### src/rtl/fsm_seq_driver.sv
// Plays a stored (a,b) vector sequence into the segment FSM and scores its (y0,yl) replies.
// Latency: len+LAT+2 cycles from start to done (1 cycle when len=0); no backpressure, start ignored while busy.
module fsm_seq_driver #(
  parameter int DEPTH = 16,
  parameter int AW    = 4,
  parameter int LAT   = 1
) (
  input  logic          clk,
  input  logic          reset,
  input  logic          load_en,
  input  logic [AW-1:0] load_addr,
  input  logic [1:0]    load_ab,
  input  logic [1:0]    load_exp,
  input  logic          start,
  input  logic [AW:0]   len,
  input  logic          y0,
  input  logic          yl,
  output logic          a,
  output logic          b,
  output logic          busy,
  output logic          done,
  output logic          pass,
  output logic [AW:0]   err_count,
  output logic [AW-1:0] first_err
);

  typedef enum logic [1:0] {IDLE, RUN, DRAIN, DONE} state_t;

  localparam logic [AW:0] DEPTH_W = (AW+1)'(DEPTH);

  state_t        state;
  logic [3:0]    mem [DEPTH];
  logic [AW-1:0] idx;
  logic [AW:0]   len_r;
  logic [AW:0]   len_c;
  logic [AW:0]   nxt;
  logic [2:0]    dcnt;
  logic [3:0]    ent0;
  logic [3:0]    entn;
  logic          mism;

  // Expected value and index travel alongside the FSM response so the
  // comparison lines up with the sample taken LAT+1 edges after the drive.
  logic          pv [LAT+1];
  logic [1:0]    pe [LAT+1];
  logic [AW-1:0] pi [LAT+1];

  assign len_c = (len > DEPTH_W) ? DEPTH_W : len;
  assign nxt   = {1'b0, idx} + (AW+1)'(1);
  assign ent0  = mem[0];
  assign entn  = mem[nxt[AW-1:0]];
  assign mism  = pv[LAT] && (pe[LAT] != {y0, yl});
  assign pass  = (err_count == '0);

  always_ff @(posedge clk) begin
    if (load_en && state == IDLE) begin
      mem[load_addr] <= {load_ab, load_exp};
    end
  end

  always_ff @(posedge clk or negedge reset) begin
    if (!reset) begin
      state     <= IDLE;
      idx       <= '0;
      len_r     <= '0;
      dcnt      <= '0;
      a         <= 1'b0;
      b         <= 1'b0;
      busy      <= 1'b0;
      done      <= 1'b0;
      err_count <= '0;
      first_err <= '1;
      for (int k = 0; k <= LAT; k++) begin
        pv[k] <= 1'b0;
        pe[k] <= '0;
        pi[k] <= '0;
      end
    end else begin
      done  <= 1'b0;
      pv[0] <= 1'b0;
      for (int k = LAT; k > 0; k--) begin
        pv[k] <= pv[k-1];
        pe[k] <= pe[k-1];
        pi[k] <= pi[k-1];
      end

      if (mism) begin
        err_count <= err_count + (AW+1)'(1);
        if (&first_err) begin
          first_err <= pi[LAT];
        end
      end

      case (state)
        IDLE: begin
          if (start) begin
            err_count <= '0;
            first_err <= '1;
            idx       <= '0;
            len_r     <= len_c;
            if (len_c == '0) begin
              state <= DONE;
              done  <= 1'b1;
            end else begin
              state  <= RUN;
              busy   <= 1'b1;
              {a, b} <= ent0[3:2];
              pv[0]  <= 1'b1;
              pe[0]  <= ent0[1:0];
              pi[0]  <= '0;
            end
          end
        end
        RUN: begin
          if (nxt == len_r) begin
            state <= DRAIN;
            a     <= 1'b0;
            b     <= 1'b0;
            dcnt  <= '0;
          end else begin
            idx    <= nxt[AW-1:0];
            {a, b} <= entn[3:2];
            pv[0]  <= 1'b1;
            pe[0]  <= entn[1:0];
            pi[0]  <= nxt[AW-1:0];
          end
        end
        DRAIN: begin
          // Last compare lands at dcnt == LAT-1; one more cycle makes results final.
          if (dcnt == 3'(LAT)) begin
            state <= DONE;
            busy  <= 1'b0;
            done  <= 1'b1;
          end else begin
            dcnt <= dcnt + 3'd1;
          end
        end
        default: begin
          state <= IDLE;
        end
      endcase
    end
  end

endmodule

### config.mk
export PLATFORM = sky130hd
export DESIGN_NAME = fsm_seq_driver
export DESIGN_NICKNAME = d
export VERILOG_FILES = /design/src/rtl/fsm_seq_driver.sv
export SDC_FILE = /design/constraint.sdc
export NUM_CORES = 1
export LEC_CHECK = 0
export ABC_CLOCK_PERIOD_IN_PS = 2900
export BUFFER_PORTS_ARGS = -buffer_cell sky130_fd_sc_hd__buf_2
export CORE_MARGIN = 5
export CORE_UTILIZATION = 60
export CTS_CLUSTER_SIZE = 14
export DETAILED_ROUTE_END_ITERATION = 10
export GPL_TIMING_DRIVEN = 0
export PLACE_DENSITY = 0.91
export SLEW_MARGIN = 20
export SYNTH_ARGS = -nofsm -noshare
export SYNTH_HDL_FRONTEND = slang
export SYNTH_SLANG_ARGS = --single-unit
### constraint.sdc
create_clock -name clk -period 2.9 [get_ports clk]
set_input_delay 0.145 -clock clk [delete_from_list [all_inputs] [get_ports clk]]
set_output_delay 0.145 -clock clk [all_outputs]
set_load 0.03 [all_outputs]
==> run summary, run 1 <==
The maximum achievable frequency is around 0.37 GHz. The congestion estimate from routability-driven global placement came to roughly 0.89. The die outline width came out at between 90 and 100 um.

The number of nets in the final layout is 435. STA classifies the critical path startpoint as a flip-flop. The number of clock buffers added by TritonCTS is 9. The post-synth net total came out at 392. The via count of the first global-routing pass came to 3075.

The share of cells above drive strength 1 is just under 20%. Clock-pin slew was measured on the worst setup and hold paths at ~100 ps. Once the clock tree was built, the setup fixing pass inserted 0 buffers. The number of rows in the core area is 32. The synthesized instance count came out at 364. The insertion delay to the later sink of the worst-skew pair came out at 370 ps. Setup total negative slack on the finished layout was measured at 0 ps.

The final critical delay including setup and external delays is 2710 ps. The layout overhead on the synthesized area is 10.2%. The final number of hold-violating endpoints was 0.

The final antenna diode count is 0. For this run, the leading register cell type out of synthesis is sky130_fd_sc_hd__edfxtp_1. The die span in y is 99.0 um. Using the TritonRoute via totals, the vias-per-cell ratio works out to about 6. The number of flops mapped to enable cells by yosys is 64. The commonest cells after synthesis are sky130_fd_sc_hd__edfxtp_1, sky130_fd_sc_hd__nand2_1, sky130_fd_sc_hd__dfrtp_1. Detailed placement finished with a half-perimeter wire length of between 6 and 7 mm. The deepest clock path buffer count is 2. The placed instance count came out at 498. The count of input and output buffers is 32.

The number of instances resized during post-cts repair came out at 0. The total length of routed wires came out at 9.20 mm. The total power density per cell area is a little over 900 nW/um2. The largest net degree at the start of global routing is 42. On the final layout, the worst hold slack is about 37 ps.

The leakage power figure is roughly 2.1 nW. The initial antenna violation count is 0. The data arrival time at the worst-slack endpoint came out at approximately 2700 ps.

The residual overflow from global routing is 0. The async set-reset flop share out of synthesis is approximately two fifths. The effective utilization at floorplan is about three fifths. Summed over its instances, the top area cell type makes up roughly 40% of the synthesized netlist area.

The overall track demand over capacity in global routing is 19.9%. The core region is between 7000 and 8000 um2. The area of the mapped netlist came out at around 4800 um2. The maximum fanout count along the critical path came out at 10.

The post-layout worst setup margin is between 150 and 200 ps. The number of sinks driven by the clock tree is roughly 110. The DRC violation count after routing is 0. The Yosys step of the flow raised 0 warnings. The most instantiated library cell after synthesis is sky130_fd_sc_hd__edfxtp_1. At the placement stage, the worst setup path has a slack of ~83 ps. The average wire length per cell after detail routing came out at approximately 18 um.

The number of distinct standard cells referenced by the synthesized netlist came out at 49. The cell chosen for the clock root is sky130_fd_sc_hd__clkbuf_8. After layout, the worst path uses between 90% and 100% of the clock period. The remaining number of nets flagged by the antenna check after routing came out at 0. At the pin with the least slew margin, the transition time is around 880 ps. The die covers around 9800 um2. The global-route wire length before repair came out at about 15 mm. The run finished with clean final reports.

Setup repair after global routing left no endpoint under its margin. The number of failing setup endpoints in the final timing report is 0. STA classifies the critical path endpoint as a flip-flop. The class of the tightest hold or removal check is input pin to flip-flop. The tool flagged a number of max-cap violations equal to 0. The relative slew slack came out at 41.3%.

The peak ir drop on the vdd network is between 500 and 600 uV. The number of max-slew violations in the final report came out at 0. The biggest area consumer among synthesized cells is sky130_fd_sc_hd__edfxtp_1. The violation count after the first detailed-routing iteration is 156. The number of filler instances in the final layout is approximately 550. Between clock sinks in the finished design, the worst skew comes to between 4 and 5 ps. The via count is about 3000. Sorting the synthesized cells by area gives the leading types as sky130_fd_sc_hd__edfxtp_1, sky130_fd_sc_hd__dfrtp_1, sky130_fd_sc_hd__mux4_2. The TritonCTS clock tree is built. The worst setup path is of the flip-flop to flip-flop kind. The synthesized design contains 105 register bits. The critical path required time is 2910 ps. The number of top-level design ports came out at 33. The number of cells in the finished layout apart from fillers came out at a little over 500. The average cell area after synthesis came out at 13.1 um2.

Summing the sequential cell areas from Yosys gives between 60% and 70% of the chip area. CTS built an H-tree with a depth of 3. The number of optimization iterations in the first detailed-route pass is 5.
[flip-flops by register name, indices dropped and copies added (netlist names), 3 cells and up]
name and cells:
pi 8, mem 64, err_count 5, dcnt 3
first_err 4, idx 4, pe 4, len_r 5
[worst max-delay path, stage by stage, from the launching register on]
cell	delay (ps)
sky130_fd_sc_hd__dfrtp_1	420
sky130_fd_sc_hd__inv_1	110
sky130_fd_sc_hd__ha_1	270
sky130_fd_sc_hd__clkbuf_1	450
sky130_fd_sc_hd__nand2_1	150
sky130_fd_sc_hd__or3_1	410
sky130_fd_sc_hd__nor3_1	540
[routing by layer]
metal	up-vias	track usage (%)	part of all wire (%)
met3	15	5.10	5.9
met4	0	6.83	1.8
met2	103	33.3	51
met5	-	0	0
met1	1504	25.4	41
li1	1424	-	-
[final timing paths]
path / from / end / slack [ps] / cells after the start
worst min-delay path: len[3] / len_r[3] / 40 / 3
min in group asynchronous: reset / err_count[1] / 430 / 2
worst min register to register: pv[1] / pv[0] / 360 / 0
worst max register to register: state[0] / mem[0][3] / 190 / 6
worst max-delay path: state[0] / mem[0][3] / 190 / 6
max in group asynchronous: reset / b / 1920 / 2
[metrics by stage]
stage               power (mW)  instance area, um2  util (%)
global route              5.19                5240      67.7
global placement          3.95                5040      65.2
finish                    4.88                5240      67.7
floorplan                 3.54                4750         -
detailed placement        4.06                5040      65.2
CTS                       4.90                5240      67.8
[final cells by class]
cell class                      instances  area, um2  share of cell area [%]
Multi-Input combinational cell        228       1670                    31.9
Clock inverter                          6       61.3                    1.17
Tap cell                              102        128                    2.44
Inverter                               15       56.3                    1.08
Sequential cell                       105       2950                    56.4
Buffer                                 15       71.3                    1.36
Timing Repair Buffer                   33        170                    3.25
Clock buffer                           10        128                    2.44
[report_power, final]
part / switching, mW / total [mW] / internal, mW
Combinational: 1.22 / 2.06 / 0.834
Sequential: 0.148 / 1.98 / 1.83
Clock: 0.508 / 0.839 / 0.331
Total: 1.88 / 4.88 / 3.00
[placed cells by master, fill, tap and decap left out, types with 6 or more instances in the layout]
| master | count |
|---|---|
| sky130_fd_sc_hd__a21oi_1 | 6 |
| sky130_fd_sc_hd__a31oi_1 | 6 |
| sky130_fd_sc_hd__buf_2 | 38 |
| sky130_fd_sc_hd__clkbuf_1 | 9 |
| sky130_fd_sc_hd__clkbuf_8 | 9 |
| sky130_fd_sc_hd__dfrtp_1 | 37 |
| sky130_fd_sc_hd__edfxtp_1 | 64 |
| sky130_fd_sc_hd__ha_1 | 9 |
| sky130_fd_sc_hd__inv_1 | 15 |
| sky130_fd_sc_hd__mux2i_1 | 7 |
| sky130_fd_sc_hd__mux4_2 | 14 |
| sky130_fd_sc_hd__nand2_1 | 45 |
| sky130_fd_sc_hd__nand2b_1 | 9 |
| sky130_fd_sc_hd__nand4_1 | 8 |
| sky130_fd_sc_hd__nor2_1 | 30 |
| sky130_fd_sc_hd__nor3_1 | 8 |
| sky130_fd_sc_hd__o21ai_0 | 16 |
| sky130_fd_sc_hd__xnor2_1 | 7 |
| sky130_fd_sc_hd__xor2_1 | 7 |
[repair_timing]
item | 4_1_cts | 5_1_grt
hold endpoints to repair | 37 | 0
hold buffers | 1 | 0
setup endpoints to repair | 0 | 1
[logic make-up (layout without fill, tap and decap cells)]
family          after synthesis  after routing  share of synthesized area [%]
flops                       105            105                           62.1
buf+inv                      31             79                           2.76
simple gates                122            122                           12.1
compound gates               55             55                           8.11
mux                          27             27                           9.61
xor+xnor                     15             15                           2.92
fa+ha+maj                     9              9                           2.37
No activity file was read; power rests on OpenSTA's default activity.
==> run 2, diff against run 1 <==
--- a/config.mk
+++ b/config.mk
@@ -12,6 +12,7 @@
 export CTS_CLUSTER_SIZE = 14
 export DETAILED_ROUTE_END_ITERATION = 10
 export GPL_TIMING_DRIVEN = 0
+export MAX_ROUTING_LAYER = met4
 export PLACE_DENSITY = 0.91
 export SLEW_MARGIN = 20
 export SYNTH_ARGS = -nofsm -noshare
==> run 2 against run 1 <==
Effect of this change:
- die area is the same
- first-iteration DRC count is 62% higher
- sequential power barely moved
- sequential cell count is the same
- global-route usage grew 1.0 points
- fmax increased by 3.8%
- largest power group unchanged
==> run summary, run 2 (synthesis gave the netlist of run 1 again) <==
The run finished with clean final reports. The total power density per cell area is 955 nW/um2. The final antenna diode count came out at 0. Setup repair after global routing left no endpoint under its margin. The tightest min-delay check is of the input pin to flip-flop type.

The overall track demand over capacity in global routing came out at a little over a fifth. After floorplanning, the core was sized to cover just under 8000 um2. The initial antenna violation count came out at 0.

The data arrival time at the worst-slack endpoint is ~2900 ps. The number of top-level design ports came out at 33. The final critical delay including setup and external delays is between 2000 and 3000 ps. The routed layout has 3129 vias. The number of max-slew violations in the final report is 0. Counting flops per register, the top entry is mem. The full die area came out at between 9000 and 10000 um2.

No sink is reached through more buffers than the 2 on the longest clock path. The peak ir drop on the vdd network came out at 542 uV. The total length of routed wires is ~9.4 mm. The global-route wire length before repair came out at approximately 16 mm.

In the layout the commonest cells are sky130_fd_sc_hd__edfxtp_1, sky130_fd_sc_hd__nand2_1, sky130_fd_sc_hd__buf_2. The violation count after the first detailed-routing iteration came out at between 200 and 300. Entering global routing, the biggest net connects between 40 and 50 pins. The final number of hold-violating endpoints came out at 0. The worst register-to-register path has a depth of 7. In this run the remaining antenna-violating nets after routing total 0.

The insertion delay to the later sink of the worst-skew pair came out at ~370 ps. The residual overflow from global routing is 0. The number of sinks driven by the clock tree is about 110. The logic depth of the worst path, buffers included came out at 7. The effective utilization at floorplan came out at between 60% and 70%. The share of cells above drive strength 1 is between 20% and 30%. The ratio of routed vias to standard cells came out at 6.09.

The TritonCTS clock tree is built. Among all stages on the critical path, the largest delay is contributed by sky130_fd_sc_hd__ha_1. The via count of the first global-routing pass came out at roughly 3200. The number of failing setup endpoints in the final timing report came out at 0.

On the worst path, the slowest cell contributes a delay of approximately 500 ps. The number of nets in the final layout came out at ~440. During placement, the flow inserted port buffers numbering 32. In the routed design, unresolved DRC markers number 0. The tree is rooted in a sky130_fd_sc_hd__clkbuf_8.

At the placement stage, the worst setup path has a slack of between 100 and 150 ps. The worst hold slack came out at 31.8 ps. The number of H-tree levels is 3.

The flip-flop count of the largest register, all copies and words added came out at 64. Detailed placement finished with a half-perimeter wire length of 6.64 mm. The die span in y came out at just under 100 um. The number of buffers inserted during clock tree synthesis came out at 9. The cell family contributing the most delay on the critical path is compound AO/OA/AOI/OAI gates. Leaving out fill and tap cells, the most frequent cell in the layout is sky130_fd_sc_hd__edfxtp_1. The post-layout worst setup margin came out at a little under 300 ps. The leakage power figure is 2.10 nW. The global placer's final weighted congestion came out at about 0.90. The maximum fanout count along the critical path came out at 10.

For the pin with the worst max-slew slack, the measured transition is about 880 ps. The clock skew after layout came out at approximately 10 ps. The element type at the critical path start is a flip-flop.

The number of buffers and inverters on the critical path is 1. The cell that appears most often on the critical path is sky130_fd_sc_hd__a211o_1. In the final layout, the registers with the most flip-flops are mem: 64 flops, pi: 8 flops. The type of the worst setup path is flip-flop to flip-flop. The count of cells along the worst hold path came out at 3. The clock transition at the registers of the reported paths is 110 ps. The period utilization is 89.9%. Walking the worst path, the cells encountered are ha_1, xor2_1, a211o_1, a211o_1, buf_6, a221oi_4, mux2_4. The relative slew slack is ~41%. Setup total negative slack on the finished layout was measured at 0 ps. The number of rows in the core area is 32. The sort of element at the end of the critical path is a flip-flop. The total power consumption of the routed design came out at 5.03 mW. The critical path required time is around 3200 ps. The number of optimization iterations in the first detailed-route pass came out at 7. The layout overhead on the synthesized area is 11.0%. Dividing the detail-routed wire length by the instance count gives 18.3 um.

For this run, the top clock speed supported by timing is 0.383 GHz. The utilization of the core after routing came out at a little under 70%. The die outline width came out at 99.0 um.

Max-cap violations in this run came to 0. The number of setup buffers added after CTS is 0.
[run 2: repair_timing]
item | 4_1_cts | 5_1_grt
endpoints found under the setup margin | 0 | 5
endpoints found under the hold margin | 37 | 0
gates resized for setup | 0 | 1
hold buffers | 1 | 0
[run 2: through the flow]
stage                     cells  instance area [um2]
after CTS                   515                 5270
after floorplan             364                 4750
after global routing        514                 5270
after global placement      498                 5040
final                       514                 5270
after detailed placement    498                 5040
[run 2: area by class of cell]
type	count	area, um2
Sequential cell	105	2950
Inverter	15	56.3
Clock inverter	7	97.6
Buffer	15	71.3
Timing Repair Buffer	33	170
Fill cell	550	2450
Multi-Input combinational cell	228	1670
Tap cell	102	128
Clock buffer	9	124
[run 2: power breakdown]
part           internal (mW)  total (mW)  switching (mW)
clock network          0.435       0.999           0.564
registers               1.83        1.99           0.154
logic                  0.832        2.05            1.22
[run 2: tightest hold or removal path, stage by stage]
cell and delay (ps):
sky130_fd_sc_hd__buf_2 130, sky130_fd_sc_hd__nand2_1 60, sky130_fd_sc_hd__nand2_1 40
[run 2: final timing paths]
| kind | start | end | slack, ps |
|---|---|---|---|
| max | idx[1] | state[1] | 290 |
| min | len[4] | len_r[4] | 30 |
| max reg2reg | idx[1] | state[1] | 290 |
| min reg2reg | pv[1] | pv[0] | 350 |
| max in group asynchronous | reset | len_r[4] | 1920 |
| min in group asynchronous | reset | err_count[0] | 420 |
[run 2: metal layers]
layer	up-vias	wire length, um	share of wire [%]	global-route usage [%]
li1	1424	-	-	-
met3	14	682	7.2	3.96
met5	-	0	0	-
met1	1554	3760	40	26.6
met4	0	164	1.7	7.04
met2	137	4810	51	34.1
